**config.mk**
```make
export PLATFORM = sky130hd
export DESIGN_NAME = mem_port_arbiter_flat
export DESIGN_NICKNAME = d
export VERILOG_FILES = /design/src/rtl/mem_port_arbiter_if.sv /design/src/rtl/mem_port_arbiter.sv /design/src/flat_wrapper.sv
export SDC_FILE = /design/constraint.sdc
export NUM_CORES = 1
export LEC_CHECK = 0
export CORE_MARGIN = 8
export CORE_UTILIZATION = 36
export DETAILED_ROUTE_END_ITERATION = 7
export GPL_ROUTABILITY_DRIVEN = 0
export GPL_TIMING_DRIVEN = 0
export PLACE_DENSITY = 0.79
export SLEW_MARGIN = 20
export SYNTH_ARGS = -nofsm -noshare
export SYNTH_HDL_FRONTEND = slang
export SYNTH_SLANG_ARGS = --single-unit
```
**constraint.sdc**
```tcl
create_clock -name clk -period 1.55 [get_ports clk]
set_input_delay 0.31 -clock clk [delete_from_list [all_inputs] [get_ports clk]]
set_output_delay 0.31 -clock clk [all_outputs]
set_load 0.02 [all_outputs]
```
**src/rtl/mem_port_arbiter_if.sv**
```systemverilog
// Fetch/data requester bundle plus the RAM port of the shared memory arbiter.
// slave = arbiter view; master = core and memory side view.
interface mem_port_arbiter_if #(
  parameter int ADDR_W = 32,
  parameter int DATA_W = 32
);
  logic                  i_req;
  logic [ADDR_W-1:0]     i_addr;
  logic [DATA_W-1:0]     i_rdata;
  logic                  i_ack;
  logic                  d_req;
  logic                  d_we;
  logic [DATA_W/8-1:0]   d_be;
  logic [ADDR_W-1:0]     d_addr;
  logic [DATA_W-1:0]     d_wdata;
  logic [DATA_W-1:0]     d_rdata;
  logic                  d_ack;
  logic                  m_en;
  logic [DATA_W/8-1:0]   m_we;
  logic [ADDR_W-1:0]     m_addr;
  logic [DATA_W-1:0]     m_wdata;
  logic [DATA_W-1:0]     m_rdata;
  logic                  busy;

  modport slave (
    input  i_req, i_addr, d_req, d_we, d_be, d_addr, d_wdata, m_rdata,
    output i_rdata, i_ack, d_rdata, d_ack, m_en, m_we, m_addr, m_wdata, busy
  );

  modport master (
    output i_req, i_addr, d_req, d_we, d_be, d_addr, d_wdata, m_rdata,
    input  i_rdata, i_ack, d_rdata, d_ack, m_en, m_we, m_addr, m_wdata, busy
  );
endinterface

```
**src/rtl/mem_port_arbiter.sv**
```systemverilog
// Shares one single-ported RAM between fetch and data ports; data wins, or alternate under ARB_ROUND_ROBIN_EN.
// Ack arrives 2+MEM_LAT cycles after the grant edge; a losing requester waits in IDLE holding its req.
module mem_port_arbiter #(
  parameter int ADDR_W  = 32,
  parameter int DATA_W  = 32,
  parameter int MEM_LAT = 1
) (
  input logic               clk,
  input logic               rst,
  mem_port_arbiter_if.slave bus_if
);
  localparam int BE_W = DATA_W / 8;

  typedef enum logic [1:0] {IDLE, ISSUE, WAIT, RESP} state_t;
  typedef enum logic {OWN_I, OWN_D} owner_t;

  state_t            state_q, state_d;
  owner_t            owner_q, owner_d;
  logic              store_q, store_d;
  logic [1:0]        cnt_q, cnt_d;
  logic              m_en_q, m_en_d;
  logic [BE_W-1:0]   m_we_q, m_we_d;
  logic [ADDR_W-1:0] m_addr_q, m_addr_d;
  logic [DATA_W-1:0] m_wdata_q, m_wdata_d;
  logic              i_ack_q, i_ack_d;
  logic              d_ack_q, d_ack_d;
  logic [DATA_W-1:0] i_rdata_q, i_rdata_d;
  logic [DATA_W-1:0] d_rdata_q, d_rdata_d;
  logic              busy_q;
  logic              pick_d;

`ifdef ARB_ROUND_ROBIN_EN
  owner_t last_owner_q;

  // Under contention the port that did not win last time goes first.
  always_comb pick_d = bus_if.d_req && (!bus_if.i_req || last_owner_q == OWN_I);

  always_ff @(posedge clk) begin
    if (!rst) begin
      last_owner_q <= OWN_I;
    end else if (state_q == IDLE && (bus_if.i_req || bus_if.d_req)) begin
      last_owner_q <= pick_d ? OWN_D : OWN_I;
    end
  end
`else
  always_comb pick_d = bus_if.d_req;
`endif

  always_comb begin
    state_d   = state_q;
    owner_d   = owner_q;
    store_d   = store_q;
    cnt_d     = cnt_q;
    m_en_d    = 1'b0;
    m_we_d    = '0;
    m_addr_d  = '0;
    m_wdata_d = '0;
    i_ack_d   = 1'b0;
    i_rdata_d = '0;
    d_ack_d   = 1'b0;
    d_rdata_d = '0;
    case (state_q)
      IDLE: begin
        // The ISSUE-cycle memory registers double as the captured request fields.
        if (bus_if.i_req || bus_if.d_req) begin
          state_d  = ISSUE;
          m_en_d   = 1'b1;
          owner_d  = pick_d ? OWN_D : OWN_I;
          store_d  = pick_d && bus_if.d_we;
          m_addr_d = pick_d ? bus_if.d_addr : bus_if.i_addr;
          if (pick_d && bus_if.d_we) begin
            m_we_d    = bus_if.d_be;
            m_wdata_d = bus_if.d_wdata;
          end
        end
      end
      ISSUE: begin
        state_d = WAIT;
        cnt_d   = 2'(MEM_LAT - 1);
      end
      WAIT: begin
        if (cnt_q == 2'd0) begin
          state_d = RESP;
          if (owner_q == OWN_D) begin
            d_ack_d   = 1'b1;
            d_rdata_d = store_q ? '0 : bus_if.m_rdata;
          end else begin
            i_ack_d   = 1'b1;
            i_rdata_d = bus_if.m_rdata;
          end
        end else begin
          cnt_d = cnt_q - 2'd1;
        end
      end
      RESP:    state_d = IDLE;
      default: state_d = IDLE;
    endcase
  end

  always_ff @(posedge clk) begin
    if (!rst) begin
      state_q   <= IDLE;
      owner_q   <= OWN_I;
      store_q   <= 1'b0;
      cnt_q     <= 2'd0;
      m_en_q    <= 1'b0;
      m_we_q    <= '0;
      m_addr_q  <= '0;
      m_wdata_q <= '0;
      i_ack_q   <= 1'b0;
      i_rdata_q <= '0;
      d_ack_q   <= 1'b0;
      d_rdata_q <= '0;
      busy_q    <= 1'b0;
    end else begin
      state_q   <= state_d;
      owner_q   <= owner_d;
      store_q   <= store_d;
      cnt_q     <= cnt_d;
      m_en_q    <= m_en_d;
      m_we_q    <= m_we_d;
      m_addr_q  <= m_addr_d;
      m_wdata_q <= m_wdata_d;
      i_ack_q   <= i_ack_d;
      i_rdata_q <= i_rdata_d;
      d_ack_q   <= d_ack_d;
      d_rdata_q <= d_rdata_d;
      busy_q    <= (state_d != IDLE);
    end
  end

  assign bus_if.m_en    = m_en_q;
  assign bus_if.m_we    = m_we_q;
  assign bus_if.m_addr  = m_addr_q;
  assign bus_if.m_wdata = m_wdata_q;
  assign bus_if.i_ack   = i_ack_q;
  assign bus_if.i_rdata = i_rdata_q;
  assign bus_if.d_ack   = d_ack_q;
  assign bus_if.d_rdata = d_rdata_q;
  assign bus_if.busy    = busy_q;
endmodule

```
**src/flat_wrapper.sv**
```systemverilog
// flat-port wrapper written by rule: the top's interface ports become plain ports
module mem_port_arbiter_flat 
#(
  parameter int ADDR_W  = 32,
  parameter int DATA_W  = 32,
  parameter int MEM_LAT = 1
)
  (clk, rst, bus_if_i_req, bus_if_i_addr, bus_if_d_req, bus_if_d_we, bus_if_d_be, bus_if_d_addr, bus_if_d_wdata, bus_if_m_rdata, bus_if_i_rdata, bus_if_i_ack, bus_if_d_rdata, bus_if_d_ack, bus_if_m_en, bus_if_m_we, bus_if_m_addr, bus_if_m_wdata, bus_if_busy);
  mem_port_arbiter_if #(.ADDR_W(ADDR_W), .DATA_W(DATA_W)) bus_if_i ();
  input logic clk;
  input logic rst;
  input wire logic [$bits(bus_if_i.i_req)-1:0] bus_if_i_req;
  input wire logic [$bits(bus_if_i.i_addr)-1:0] bus_if_i_addr;
  input wire logic [$bits(bus_if_i.d_req)-1:0] bus_if_d_req;
  input wire logic [$bits(bus_if_i.d_we)-1:0] bus_if_d_we;
  input wire logic [$bits(bus_if_i.d_be)-1:0] bus_if_d_be;
  input wire logic [$bits(bus_if_i.d_addr)-1:0] bus_if_d_addr;
  input wire logic [$bits(bus_if_i.d_wdata)-1:0] bus_if_d_wdata;
  input wire logic [$bits(bus_if_i.m_rdata)-1:0] bus_if_m_rdata;
  output wire logic [$bits(bus_if_i.i_rdata)-1:0] bus_if_i_rdata;
  output wire logic [$bits(bus_if_i.i_ack)-1:0] bus_if_i_ack;
  output wire logic [$bits(bus_if_i.d_rdata)-1:0] bus_if_d_rdata;
  output wire logic [$bits(bus_if_i.d_ack)-1:0] bus_if_d_ack;
  output wire logic [$bits(bus_if_i.m_en)-1:0] bus_if_m_en;
  output wire logic [$bits(bus_if_i.m_we)-1:0] bus_if_m_we;
  output wire logic [$bits(bus_if_i.m_addr)-1:0] bus_if_m_addr;
  output wire logic [$bits(bus_if_i.m_wdata)-1:0] bus_if_m_wdata;
  output wire logic [$bits(bus_if_i.busy)-1:0] bus_if_busy;
  assign bus_if_i.i_req = bus_if_i_req;
  assign bus_if_i.i_addr = bus_if_i_addr;
  assign bus_if_i.d_req = bus_if_d_req;
  assign bus_if_i.d_we = bus_if_d_we;
  assign bus_if_i.d_be = bus_if_d_be;
  assign bus_if_i.d_addr = bus_if_d_addr;
  assign bus_if_i.d_wdata = bus_if_d_wdata;
  assign bus_if_i.m_rdata = bus_if_m_rdata;
  assign bus_if_i_rdata = bus_if_i.i_rdata;
  assign bus_if_i_ack = bus_if_i.i_ack;
  assign bus_if_d_rdata = bus_if_i.d_rdata;
  assign bus_if_d_ack = bus_if_i.d_ack;
  assign bus_if_m_en = bus_if_i.m_en;
  assign bus_if_m_we = bus_if_i.m_we;
  assign bus_if_m_addr = bus_if_i.m_addr;
  assign bus_if_m_wdata = bus_if_i.m_wdata;
  assign bus_if_busy = bus_if_i.busy;
  mem_port_arbiter #(.ADDR_W(ADDR_W), .DATA_W(DATA_W), .MEM_LAT(MEM_LAT)) u_core (.clk(clk), .rst(rst), .bus_if(bus_if_i));
endmodule
```
==> run_results.csv <==
group,metric,value,unit
status,status,"finished, final reports clean",
job,cap_violations,0,
yosys,netlist_area,0.00434,mm2
placed_design,hpwl,10900,um
clock_tree,clock_latency,410,ps
yosys,ys_seq_area_frac,0.656,
yosys,synth_cell_types,28,
global_route,grt_usage,0.168,
timing,period_share,0.937,
global_route,grt_max_degree,17,
yosys,ys_seq_elements,142,
drt,wire_per_inst,16.4,um
drt,drt-vias-per-instance,4.24,
setup_path,crit_type,"flop to flop",
yosys,async_flop_share,0,
timing,whs,459,ps
final_layout,layout.nets,798,
drt,drc,0,
clock_tree,clock_sinks,142,
pwr,swShare,0.262,
setup_path,start_kind,"flop",
final_layout,final_common_cell,"dfxtp_1",
drt,drt_iter0_drc,139,
yosys,syn-num-nets,507,
yosys,postSynthCellCount,365,
timing,finalSetupViolations,0,
yosys,synth_edf_count,0,
pwr,p_int,7.37,mW
pwr,power_density,1300,mW/mm2
setup_path,end_kind,"flop",
clock_tree,clk_pin_slew,60,ps
timing,hold_viol_final,0,
timing,setup_tns,0,ps
drt,routed_wl,13400,um
yosys,syn_area_per_cell,11.9,um2
drt,routed-via-count,3448,
global_route,grt_pass1_vias,3728,
yosys,synth_top_cell_by_area,"dfxtp_1",
pwr,p_total,9.99,mW
placed_design,placed_area,0.00724,mm2
pwr,combPwrFrac,0.203,
timing,slew_violations,0,
yosys,ys_top_cells_by_area,"dfxtp_1 (66%), and2_1 (11%), mux2i_1 (7.6%), and2_2 (4.8%), nor2_1 (2.9%)",
yosys,synth_top_area_frac,0.656,
timing,finalCriticalPeriod,1450,ps
global_route,grt_pass1_wl,20400,um
final_layout,design_area,0.00768,mm2
timing,max_slew_margin,0.660,
setup_path,crit_fanout,10,
floorplanning,io_pins,273,
floorplanning,core,0.0119,mm2
final_layout,diodes,0,
clock_tree,cts-root-buf,"clkbuf_16",
placed_design,port_buffers,272,
timing,setup_slack,97.3,ps
setup_path,required,1900,ps
placed_design,place_ws,-402,ps
timing,max_freq,0.688,GHz
global_route,grt_antenna_before_repair,0,
final_layout,final_cell_mix,"dfxtp_1 (140), clkdlybuf4s50_1 (136), dlygate4sd2_1 (136)",
floorplanning,die_h,126,um
yosys,yosys_warnings,0,
pwr,pwr-share-clk,0.384,
pwr,p_leak,3.81,nW
floorplanning,dieArea,0.0158,mm2
yosys,synth-main-ff-cell,"dfxtp_1",
pwr,vdd_drop_max,0.713,mV
setup_path,arrival,1800,ps
pwr,p_sw,2.62,mW
final_layout,area.growth.synth_to_final,77.2,%
floorplanning,start_util,0.366,
global_route,grt-ovfl-total,0,
hold_path,hold_path_class,"input pin to flop",
timing,grt_setup_unrepaired,"false",
clock_tree,h-tree-depth,4,
drt,first_pass_iters,4,
clock_tree,cts_buffer_depth,2,
final_layout,fill_cells,944,
drt,antenna_left,0,
final_layout,layout-drive-gt1-share,0.126,
floorplanning,die_width,126,um
pwr,seqPwrFrac,0.414,
clock_tree,cts_made_buffers,17,
timing,worst_slew_pin_slew,508,ps
floorplanning,row_count,40,
clock_tree,tritoncts,"yes",
timing,skew,6.68,ps
metrics by stage:
| step | std cells | utilization |
|---|---|---|
| after floorplan | 365 | - |
| after global placement | 784 | 0.611 |
| after detailed placement | 784 | 0.611 |
| after CTS | 814 | 0.647 |
| after global routing | 814 | 0.648 |
| final | 814 | 0.648 |
synth_stat cells, drive strengths merged (3+ instances only):
cell type	instances
dfxtp	142
ha	5
nor2	34
nand3	3
inv	7
buf	12
and2	102
clkbuf	6
o21ai	6
mux2i	33
nor2b	3
registers in the layout, summed over array words and instances, names as in the netlist:
signal                 count
u_core.bus_if.i_ack        1
u_core.owner_q             1
u_core.bus_if.d_ack        1
u_core.bus_if.m_addr      32
u_core.bus_if.m_wdata     32
u_core.bus_if.m_en         1
u_core.bus_if.m_we         4
u_core.bus_if.d_rdata     32
u_core.cnt_q               2
u_core.state_q             2
u_core.bus_if.busy         1
u_core.store_q             1
u_core.bus_if.i_rdata     32
per-layer routing:
layer	wire length, um	GRT usage
met5	0	0
met4	165	0.0616
met3	1270	0.0789
met2	6870	0.301
met1	5050	0.166
power by group through the flow:
stage | Combinational, mW | Sequential [mW] | Clock (mW)
final | 2.02 | 4.13 | 3.83
after global routing | 2.20 | 4.17 | 4.08
after CTS | 2.05 | 4.13 | 3.91
after detailed placement | 2.20 | 4.21 | 0
after global placement | 2.16 | 4.20 | 0
after floorplan | 0.590 | 4.62 | 0
critical path: stages (launching register included):
cell,delay (ps)
dfxtp_2,330
inv_2,120
ha_4,190
and4_4,220
nor2b_4,220
buf_6,150
and2_2,150
final cells by class:
class,instances,area [um2],share of cell area
sequential,142,2850,0.370
timing repair buffer,272,2550,0.332
multi-input combinational,198,1390,0.181
clock buffer,19,443,0.0577
tap,147,184,0.0239
buffer,18,126,0.0164
clock inverter,11,118,0.0153
inverter,7,26.3,0.00342
cells by family after synthesis:
kind of cell,synth area share
adder cells (fa/ha/maj),0.0144
AND/OR/NAND/NOR,0.203
buffers and inverters,0.0317
AO/OA/AOI/OAI,0.0191
multiplexers,0.0762
flip-flops,0.656
final timing paths:
kind	cells past startpoint	start	end	slack, ps
min	2	bus_if_d_be[1]	u_core.bus_if.m_we[1]	460
max	6	u_core.state_q[0]	u_core.bus_if.d_rdata[3]	100
min reg2reg	2	u_core.cnt_q[1]	u_core.cnt_q[1]	500
max reg2reg	6	u_core.state_q[0]	u_core.bus_if.d_rdata[3]	100
what timing repair did:
item | in CTS | in global routing
hold buffers | 0 | 0
pin swaps | 0 | 0
endpoints found under the setup margin | 244 | 64
buffers inserted | 0 | 0
resized for setup | 147 | 9
gates cloned | 0 | 0
Note: power is estimated with default switching activity, not from simulation.
